## config.mk

```make
export PLATFORM = sky130hd
export DESIGN_NAME = env_mult_flat
export DESIGN_NICKNAME = d
export VERILOG_FILES = /design/src/rtl/env_mult_if.sv /design/src/rtl/env_mult.sv /design/src/flat_wrapper.sv
export SDC_FILE = /design/constraint.sdc
export NUM_CORES = 1
export LEC_CHECK = 0
export CORE_UTILIZATION = 25
export CTS_CLUSTER_DIAMETER = 100
export DETAILED_ROUTE_END_ITERATION = 10
export PLACE_DENSITY = 0.38
export SLEW_MARGIN = 0
export SYNTH_ARGS = -nofsm -noshare
export SYNTH_HDL_FRONTEND = slang
export SYNTH_SLANG_ARGS = --single-unit
```

## constraint.sdc

```tcl
create_clock -name clk_i -period 3 [get_ports clk_i]
set_input_delay 0.3 -clock clk_i [delete_from_list [all_inputs] [get_ports clk_i]]
set_output_delay 0.3 -clock clk_i [all_outputs]
set_load 0.03 [all_outputs]
```

## src/rtl/env_mult_if.sv

```systemverilog
`default_nettype none
// ============================================================================
//  Module      : env_mult_if
//  Description : Handshake/data bundle between an envelope stage (master)
//                and the env_mult serial multiplier (slave).
//                  start_i   - single-cycle multiply request
//                  wave_i    - signed waveform sample (WAVE_W)
//                  env_i     - unsigned envelope level (ENV_W)
//                  mix_clr_i - synchronous clear of the mix accumulator
//                  ready_o   - one-cycle "result valid" pulse
//                  busy_o    - multiplier occupied (MULT or DONE)
//                  product_o - signed scaled product (WAVE_W)
//                  mix_o     - signed accumulated mix (WAVE_W+2)
//  Revision    : 1.0 - initial release
// ============================================================================
interface env_mult_if #(
    parameter int WAVE_W = 12,
    parameter int ENV_W  = 8
);
    logic                     start_i;
    logic signed [WAVE_W-1:0] wave_i;
    logic        [ENV_W-1:0]  env_i;
    logic                     mix_clr_i;
    logic                     ready_o;
    logic                     busy_o;
    logic signed [WAVE_W-1:0] product_o;
    logic signed [WAVE_W+1:0] mix_o;

    modport master (
        output start_i, wave_i, env_i, mix_clr_i,
        input  ready_o, busy_o, product_o, mix_o
    );

    modport slave (
        input  start_i, wave_i, env_i, mix_clr_i,
        output ready_o, busy_o, product_o, mix_o
    );
endinterface
`default_nettype wire

```

## src/rtl/env_mult.sv

```systemverilog
`default_nettype none
// ============================================================================
//  Module      : env_mult
//  Description : Serial shift-add multiplier scaling a signed waveform sample
//                by an unsigned envelope level. One envelope bit is consumed
//                per cycle (LSB first); the result is the exact product
//                arithmetically shifted right by ENV_W (floor rounding).
//                Optional mix accumulator compiled in by the macro
//                ENV_MULT_MIX_ACC_EN; without it mix_o is tied to zero.
//  Ports       : clk_i  - clock, rising edge
//                rst_ni - asynchronous active-low reset
//                bus    - env_mult_if.slave (start/operands in,
//                         ready/busy/product/mix out)
//  Revision    : 1.0 - initial release
// ============================================================================
module env_mult #(
    parameter int WAVE_W = 12,
    parameter int ENV_W  = 8
) (
    input  logic       clk_i,
    input  logic       rst_ni,
    env_mult_if.slave  bus
);

    localparam int FULL_W = WAVE_W + ENV_W;
    localparam int CNT_W  = $clog2(ENV_W + 1);

    localparam logic [CNT_W-1:0] C_LAST = CNT_W'(ENV_W - 1);

    localparam logic [1:0] S_IDLE = 2'd0;
    localparam logic [1:0] S_MULT = 2'd1;
    localparam logic [1:0] S_DONE = 2'd2;

    logic [1:0]               r_state;
    logic [1:0]               w_state_next;
    logic signed [FULL_W-1:0] r_mcand;     // sign-extended wave, shifted left each step
    logic [ENV_W-1:0]         r_mplier;    // envelope, shifted right each step
    logic signed [FULL_W-1:0] r_acc;       // partial sum
    logic [CNT_W-1:0]         r_cnt;
    logic signed [WAVE_W-1:0] r_product;

    logic                     w_accept;
    logic                     w_done_entry;
    logic signed [FULL_W-1:0] w_acc_next;
    logic signed [WAVE_W-1:0] w_prod_next;
    logic                     w_ready;
    logic                     w_busy;

    assign w_accept     = (r_state == S_IDLE) && bus.start_i;
    assign w_done_entry = (r_state == S_MULT) && (r_cnt == C_LAST);
    assign w_acc_next   = r_acc + (r_mplier[0] ? r_mcand : '0);
    // Upper WAVE_W bits of the full product == arithmetic shift right by ENV_W.
    assign w_prod_next  = w_acc_next[FULL_W-1:ENV_W];

    // ------------------------------------------------------------------
    // FSM: state register
    // ------------------------------------------------------------------
    always_ff @(posedge clk_i or negedge rst_ni) begin
        if (!rst_ni) begin
            r_state <= S_IDLE;
        end else begin
            r_state <= w_state_next;
        end
    end

    // ------------------------------------------------------------------
    // FSM: next-state logic. MULT length depends only on the counter,
    // never on operand values.
    // ------------------------------------------------------------------
    always_comb begin
        w_state_next = r_state;
        case (r_state)
            S_IDLE:  if (bus.start_i) w_state_next = S_MULT;
            S_MULT:  if (r_cnt == C_LAST) w_state_next = S_DONE;
            S_DONE:  w_state_next = S_IDLE;
            default: w_state_next = S_IDLE;
        endcase
    end

    // ------------------------------------------------------------------
    // FSM: outputs
    // ------------------------------------------------------------------
    always_comb begin
        w_ready = 1'b0;
        w_busy  = 1'b0;
        case (r_state)
            S_MULT:  w_busy = 1'b1;
            S_DONE: begin
                w_busy  = 1'b1;
                w_ready = 1'b1;
            end
            default: ;
        endcase
    end

    // ------------------------------------------------------------------
    // Datapath: operand latch, shift-add, product register
    // ------------------------------------------------------------------
    always_ff @(posedge clk_i or negedge rst_ni) begin
        if (!rst_ni) begin
            r_mcand   <= '0;
            r_mplier  <= '0;
            r_acc     <= '0;
            r_cnt     <= '0;
            r_product <= '0;
        end else if (w_accept) begin
            r_mcand  <= {{ENV_W{bus.wave_i[WAVE_W-1]}}, bus.wave_i};
            r_mplier <= bus.env_i;
            r_acc    <= '0;
            r_cnt    <= '0;
        end else if (r_state == S_MULT) begin
            r_acc    <= w_acc_next;
            r_mcand  <= r_mcand << 1;
            r_mplier <= r_mplier >> 1;
            r_cnt    <= r_cnt + 1'b1;
            if (w_done_entry) begin
                r_product <= w_prod_next;
            end
        end
    end

    assign bus.ready_o   = w_ready;
    assign bus.busy_o    = w_busy;
    assign bus.product_o = r_product;

`ifdef ENV_MULT_MIX_ACC_EN
    // ------------------------------------------------------------------
    // Mix accumulator: clear takes priority, then the new product is added
    // on the same edge so a coincident clear yields exactly the new product.
    // ------------------------------------------------------------------
    logic signed [WAVE_W+1:0] r_mix;
    logic signed [WAVE_W+1:0] w_prod_ext;

    assign w_prod_ext = {{2{w_prod_next[WAVE_W-1]}}, w_prod_next};

    always_ff @(posedge clk_i or negedge rst_ni) begin
        if (!rst_ni) begin
            r_mix <= '0;
        end else if (w_done_entry) begin
            r_mix <= (bus.mix_clr_i ? '0 : r_mix) + w_prod_ext;
        end else if (bus.mix_clr_i) begin
            r_mix <= '0;
        end
    end

    assign bus.mix_o = r_mix;
`else
    logic w_unused;
    assign w_unused  = bus.mix_clr_i;
    assign bus.mix_o = '0;
`endif

endmodule
`default_nettype wire

```

## src/flat_wrapper.sv

```systemverilog
// flat-port wrapper written by rule: the top's interface ports become plain ports
module env_mult_flat 
#(
    parameter int WAVE_W = 12,
    parameter int ENV_W  = 8
)
  (clk_i, rst_ni, bus_start_i, bus_wave_i, bus_env_i, bus_mix_clr_i, bus_ready_o, bus_busy_o, bus_product_o, bus_mix_o);
  env_mult_if #(.WAVE_W(WAVE_W), .ENV_W(ENV_W)) bus_i ();
  input  logic clk_i;
  input  logic rst_ni;
  input wire logic [$bits(bus_i.start_i)-1:0] bus_start_i;
  input wire logic [$bits(bus_i.wave_i)-1:0] bus_wave_i;
  input wire logic [$bits(bus_i.env_i)-1:0] bus_env_i;
  input wire logic [$bits(bus_i.mix_clr_i)-1:0] bus_mix_clr_i;
  output wire logic [$bits(bus_i.ready_o)-1:0] bus_ready_o;
  output wire logic [$bits(bus_i.busy_o)-1:0] bus_busy_o;
  output wire logic [$bits(bus_i.product_o)-1:0] bus_product_o;
  output wire logic [$bits(bus_i.mix_o)-1:0] bus_mix_o;
  assign bus_i.start_i = bus_start_i;
  assign bus_i.wave_i = bus_wave_i;
  assign bus_i.env_i = bus_env_i;
  assign bus_i.mix_clr_i = bus_mix_clr_i;
  assign bus_ready_o = bus_i.ready_o;
  assign bus_busy_o = bus_i.busy_o;
  assign bus_product_o = bus_i.product_o;
  assign bus_mix_o = bus_i.mix_o;
  env_mult #(.WAVE_W(WAVE_W), .ENV_W(ENV_W)) u_core (.clk_i(clk_i), .rst_ni(rst_ni), .bus(bus_i));
endmodule
```

==> flow_summary.toml, run 1 <==
[synthesis]
syn_inst = 448
synth_flop_cell = "dfrtp_1"
ys_async_sr_fraction_pct = 100
ys_seq_elements = 66
ys_types = 48
ys.warnings.count = 0
synth_area_um2 = 4080
synth_commonest_cells = "dfrtp_1, nand2_1, o21ai_0"
synth.top_cell.area_share_pct = 40.5
synth_area_per_cell_um2 = 9.10
yosys-top-cells-area = "dfrtp_1, mux2i_1, ha_1"
yosysSeqAreaShare_pct = 40.5
synth_edf_count = 0
synth_most_common_cell = "dfrtp_1"
yosys.area.top_type = "dfrtp_1"

[routing]
vias = 3112
drc_errors = 0
ant_nets = 0
totalWireLength_um = 9660
viasPerCell = 4.45
drt-wirelength-per-cell_um = 13.8
dr.pass1.iters = 4
dr.first_iter.drc_count = 96

[sta]
setup_tns_ns = 0
rsz0062_at_grt = "no"
fin_ws_ns = 0.274
fin_crit_sh_pct = 90.9
finalCriticalPeriod_ns = 2.73
fmax_mhz = 367
skew_ns = 0.00774
finalHoldViolCount = 0
slew_viol_final = 0
tightest_slew_ns = 0.819
setup_viol = 0
relSlewSlack_pct = 45.4

[global_routing]
grt_pass1_vias = 3092
grt_pass1_wl_um = 15900
grt_overflow = 0
globalRouteTotalUtil_pct = 12.6
antenna_found_initial = 0
grt_max_degree = 58

[power_and_ir_drop]
p_sw_w = 0.00212
p_clk_share_pct = 19.6
internal-power_w = 0.00287
swShare_pct = 42.5
p_leak_nw = 2.16
vdd_drop_max_mv = 0.415
pwr-share-seq_pct = 29.4
p_per_area_nw_per_um2 = 1020
p_comb_share_pct = 51.1

[cells_and_area]
fin_area_um2 = 4910
utilization_pct = 30.9
antennaDiodeCount = 0
syn_to_final_growth_pct = 20.5
drive_gt1_share_pct = 7.23
fin_cells = 700
final_nets = 529

[setup_path]
arrival_ns = 2.95
worstPathRequired_ns = 3.22
ff2ff_path_depth = 10
crit_fanout = 5
crit_path_end_kind = "flip-flop"
reg2reg_from = "u_core.r_mplier[0]$_DFFE_PN0P_"
reg2reg_slack_ns = 0.27
worstReg2RegEnd = "u_core.r_acc[18]$_DFFE_PN0P_"
cp-start-kind = "flip-flop"
crit_type = "reg -> reg"

[floorplan]
die_y_um = 130
initial_core_util_pct = 25.7
std_cell_rows = 46
die-area_um2 = 16800
die_width_um = 130
core-area_um2 = 15900
io_pins = 52

[place]
dpl.hpwl_um = 6920
place_ws_ns = 0.258
dp_cells = 685
place_area_um2 = 4640
io_buffers = 36
place_congestion = 0.760

[clock_network]
cts_buffer_depth = 2
cts_sinks = 66
postCtsSetupRepairBufs = 0
cts_resized = 0
root_buffer = "clkbuf_16"
tritoncts = "built"
clock_latency_ns = 0.34
htreeDepth = 3
clk_pin_slew_ns = 0.06
cts-buffers-inserted = 9
ctsHoldBuffers = 0

[outcome]
status = "finished, final reports clean"

[hold_path]
min_path_type = "in -> async"

[run]
max_cap_violations = 0
[worst max path at each step]
stage	from	cells after the start	to	slack, ns
floorplan	u_core.r_mplier[0]$_DFFE_PN0P_	11	u_core.r_acc[18]$_DFFE_PN0P_	0.34
finish	u_core.r_mplier[0]$_DFFE_PN0P_	10	u_core.r_acc[18]$_DFFE_PN0P_	0.27
detailed placement	u_core.r_mplier[0]$_DFFE_PN0P_	10	u_core.r_acc[18]$_DFFE_PN0P_	0.26
CTS	u_core.r_mplier[0]$_DFFE_PN0P_	10	u_core.r_acc[18]$_DFFE_PN0P_	0.24
global route	u_core.r_mplier[0]$_DFFE_PN0P_	10	u_core.r_acc[18]$_DFFE_PN0P_	0.12
global placement	u_core.r_mcand[0]$_DFFE_PN0P_	10	u_core.r_acc[18]$_DFFE_PN0P_	0.29
[layout by cell type, fill, tap and decap left out, types with 2 or more instances in the layout]
master | netlist | final
xor2_1 | 8 | 8
clkbuf_8 | 0 | 2
clkdlybuf4s50_1 | 0 | 35
buf_4 | 14 | 9
ha_1 | 24 | 23
clkinv_2 | 0 | 3
o21ai_0 | 49 | 49
nor3_1 | 10 | 10
conb_1 | 1 | 14
o211ai_1 | 4 | 4
a21oi_2 | 3 | 3
a21oi_1 | 33 | 33
nor2b_1 | 3 | 3
and3_1 | 4 | 4
nand2_1 | 57 | 57
nand4_1 | 4 | 4
a21o_1 | 2 | 2
xnor2_1 | 11 | 11
nand2b_1 | 4 | 4
clkbuf_16 | 0 | 9
or3_1 | 2 | 2
and2_1 | 20 | 20
o21a_1 | 4 | 4
mux2i_1 | 35 | 35
inv_1 | 7 | 7
a211oi_1 | 4 | 4
dfrtp_1 | 66 | 66
nor2_1 | 23 | 23
nand3_1 | 12 | 12
[power by group through the flow]
| stage | Sequential, W | Clock [W] | Combinational (W) |
|---|---|---|---|
| after floorplan | 0.00150 | 0 | 0.00186 |
| after global placement | 0.00147 | 0 | 0.00256 |
| after detailed placement | 0.00148 | 0 | 0.00259 |
| after CTS | 0.00147 | 0.00102 | 0.00259 |
| after global routing | 0.00152 | 0.00105 | 0.00288 |
| final | 0.00146 | 0.000976 | 0.00255 |
[worst max-delay path: stages, from the launching register on]
cell	delay [ns]
dfrtp_1	0.36
and2_1	0.13
ha_1	0.18
inv_1	0.06
fa_1	0.40
nand2b_1	0.20
a21oi_2	0.20
o21ai_2	0.15
a2111oi_4	0.47
mux2i_1	0.13
a311o_1	0.33
[cells by family after synthesis]
logic type	synth area share, %
simple gates	16.7
compound gates	16.6
flops	40.5
buf+inv	5.64
mux	8.59
fa+ha+maj	7.85
xor+xnor	4.08
other cells	0.0919
[registers in the layout, indices dropped and copies added (netlist names)]
name                  cells
u_core.r_mcand           20
u_core.r_mplier           8
u_core.bus.product_o     12
u_core.r_acc             20
u_core.r_state            2
u_core.r_cnt              4
[layer usage]
layer | vias to the layer above | GRT usage [%] | part of all wire [%]
li1 | 1608 | - | -
met1 | 1438 | 17.6 | 54
met2 | 53 | 18.7 | 42
met3 | 13 | 2.54 | 2.7
met4 | 0 | 6.16 | 1.9
met5 | - | 0 | 0
[stage by stage]
| stage | power (W) | hold slack, ns |
|---|---|---|
| floorplan | 0.00336 | 0.00441 |
| global placement | 0.00403 | 0.435 |
| detailed placement | 0.00407 | 0.438 |
| CTS | 0.00508 | 0.0686 |
| global route | 0.00545 | 0.113 |
| finish | 0.00499 | 0.0380 |
[layout make-up]
| type | count | area [µm²] |
|---|---|---|
| clock buffer | 12 | 256 |
| inverter | 8 | 30.0 |
| multi-input combinational | 349 | 2250 |
| clock inverter | 3 | 15.0 |
| tap | 216 | 270 |
| sequential | 66 | 1650 |
| fill | 1692 | 11000 |
| timing repair buffer | 46 | 443 |
No activity file was read; power rests on OpenSTA's default activity.
==> run 2: changes to the inputs <==
--- a/config.mk
+++ b/config.mk
@@ -9,6 +9,7 @@
 export CTS_CLUSTER_DIAMETER = 100
 export DETAILED_ROUTE_END_ITERATION = 10
 export PLACE_DENSITY = 0.38
+export SKIP_LAST_GASP = 1
 export SLEW_MARGIN = 0
 export SYNTH_ARGS = -nofsm -noshare
 export SYNTH_HDL_FRONTEND = slang
==> results of run 2 <==
Final layout, timing and power as in run 1 (identical DEF).
==> run 3: changes to the inputs <==
--- a/config.mk
+++ b/config.mk
@@ -9,7 +9,6 @@
 export CTS_CLUSTER_DIAMETER = 100
 export DETAILED_ROUTE_END_ITERATION = 10
 export PLACE_DENSITY = 0.38
-export SKIP_LAST_GASP = 1
 export SLEW_MARGIN = 0
 export SYNTH_ARGS = -nofsm -noshare
 export SYNTH_HDL_FRONTEND = slang
==> constraint.sdc (replaced) <==
create_clock -name clk_i -period 3 [get_ports clk_i]
set_input_delay 0.45 -clock clk_i [delete_from_list [all_inputs] [get_ports clk_i]]
set_output_delay 0.45 -clock clk_i [all_outputs]
set_load 0.03 [all_outputs]
==> flow_summary.toml, run 3 (synthesized netlist as in run 1, its figures left out) <==
[cells_and_area]
utilization_pct = 31.1
final.fill_count = 1662
final_nets = 528
syn_to_final_growth_pct = 21.0
fin_area_um2 = 4930
final_common_cell = "dfrtp_1"
antennaDiodeCount = 0
final_cell_mix = "dfrtp_1, nand2_1, o21ai_0"
drive_gt1_share_pct = 6.82

[routing]
dr.first_iter.drc_count = 135
totalWireLength_um = 9840
drt-wirelength-per-cell_um = 14.1
drc_errors = 0
vias = 3155
dr.pass1.iters = 4
viasPerCell = 4.51
ant_nets = 0

[setup_path]
crit_fanout = 5
crit_end = "u_core.r_acc[18]$_DFFE_PN0P_"
worstPathRequired_ns = 3.22
cp_top_family = "compound AO/OA/AOI/OAI gates"
cp-start-kind = "flip-flop"
worstReg2RegEnd = "u_core.r_acc[18]$_DFFE_PN0P_"
critical_path.startpoint = "u_core.r_mcand[0]$_DFFE_PN0P_"
ff2ff_path_depth = 10
cp.depth = 10
arrival_ns = 2.94
slowest_delay_ns = 0.47
path_cells = "and2_1, ha_1, inv_1, fa_1, nand2b_1, a21oi_2, o21ai_2, a2111oi_4, mux2i_1, a311o_1"
reg2reg_slack_ns = 0.27
crit_type = "reg -> reg"
cpMaxStageDelayCell = "a2111oi_4"
cp_num_buf_inv = 1
crit_path_end_kind = "flip-flop"
reg2reg_from = "u_core.r_mcand[0]$_DFFE_PN0P_"

[sta]
rsz0062_at_grt = "no"
fin_ws_ns = 0.271
setup_tns_ns = 0
tightest_slew_ns = 0.823
fmax_mhz = 366
holdWs_ns = 0.154
fin_crit_sh_pct = 91.0
skew_ns = 0.00761
relSlewSlack_pct = 45.1
slew_viol_final = 0
finalHoldViolCount = 0
finalCriticalPeriod_ns = 2.73
setup_viol = 0

[global_routing]
busiest_layer = "met2"
grt_use_met2_pct = 18.4
antenna_found_initial = 0
grt_pass1_vias = 3117
grtUsageMet1_pct = 18.1
grt_overflow = 0
grt_pass1_wl_um = 16200
grt_max_degree = 58
globalRouteTotalUtil_pct = 12.8
use_met3_pct = 2.75

[place]
place_area_um2 = 4640
dpl.hpwl_um = 7000
place_congestion = 0.768
io_buffers = 36
place_ws_ns = 0.236

[run]
max_cap_violations = 0

[clock_network]
clock_latency_ns = 0.34
cts_buffer_depth = 2
postCtsSetupRepairBufs = 0
root_buffer = "clkbuf_16"
cts_resized = 0
cts-buffers-inserted = 9
cts_sinks = 66
clk_pin_slew_ns = 0.05
tritoncts = "built"
htreeDepth = 3
ctsHoldBuffers = 0

[floorplan]
die-area_um2 = 16800
initial_core_util_pct = 25.7
io_pins = 52
die_y_um = 130
die_width_um = 130
std_cell_rows = 46
core-area_um2 = 15900

[power_and_ir_drop]
vdd_drop_max_mv = 0.352
p_clk_share_pct = 21.0
p_sw_w = 0.00213
swShare_pct = 41.9
internal-power_w = 0.00295
p_per_area_nw_per_um2 = 1030
pwr-share-seq_pct = 28.7
p_comb_share_pct = 50.2
p_leak_nw = 2.16

[hold_path]
min_path_type = "in -> async"

[outcome]
status = "finished, final reports clean"
run 3: changes by cell type in the layout (fill, tap and decap cells not counted):
cell / change
clkbuf_1: +2
clkinv_2: -2
buf_4: -1
bufinv_16: +1
run 3: worst min-delay path by stage:
stage	from	to	cells after the start
final	rst_ni	u_core.bus.product_o[7]$_DFFE_PN0P_	1
after global placement	u_core.bus.product_o[4]$_DFFE_PN0P_	u_core.bus.product_o[4]$_DFFE_PN0P_	2
after floorplan	rst_ni	u_core.bus.product_o[0]$_DFFE_PN0P_	0
after detailed placement	u_core.bus.product_o[0]$_DFFE_PN0P_	u_core.bus.product_o[0]$_DFFE_PN0P_	2
after global routing	rst_ni	u_core.bus.product_o[7]$_DFFE_PN0P_	1
after CTS	rst_ni	u_core.r_acc[17]$_DFFE_PN0P_	1
run 3: area by class of cell:
type	instances	area, µm²	area share [%]
timing repair buffer	45	435	8.82
inverter	8	30.0	0.609
tap	216	270	5.48
clock buffer	14	264	5.35
sequential	66	1650	33.5
multi-input combinational	349	2250	45.6
clock inverter	2	35.0	0.710
run 3: power by group through the flow:
stage / clock network, W / registers (W) / logic (W)
after detailed placement: 0 / 0.00148 / 0.00258
after global routing: 0.00114 / 0.00152 / 0.00288
final: 0.00107 / 0.00146 / 0.00256
after CTS: 0.00111 / 0.00147 / 0.00259
after floorplan: 0 / 0.00150 / 0.00186
after global placement: 0 / 0.00147 / 0.00256
run 3: routing by layer:
layer / wire (µm) / vias up
met5: 0 / -
li1: - / 1602
met1: 5220 / 1483
met4: 191 / 0
met2: 4080 / 59
met3: 345 / 11
run 3: per-stage QoR:
step	cells	power (W)
2_1_floorplan	461	0.00336
3_3_place_gp	684	0.00403
3_5_place_dp	684	0.00406
4_1_cts	700	0.00517
5_1_grt	700	0.00554
6_report	700	0.00509
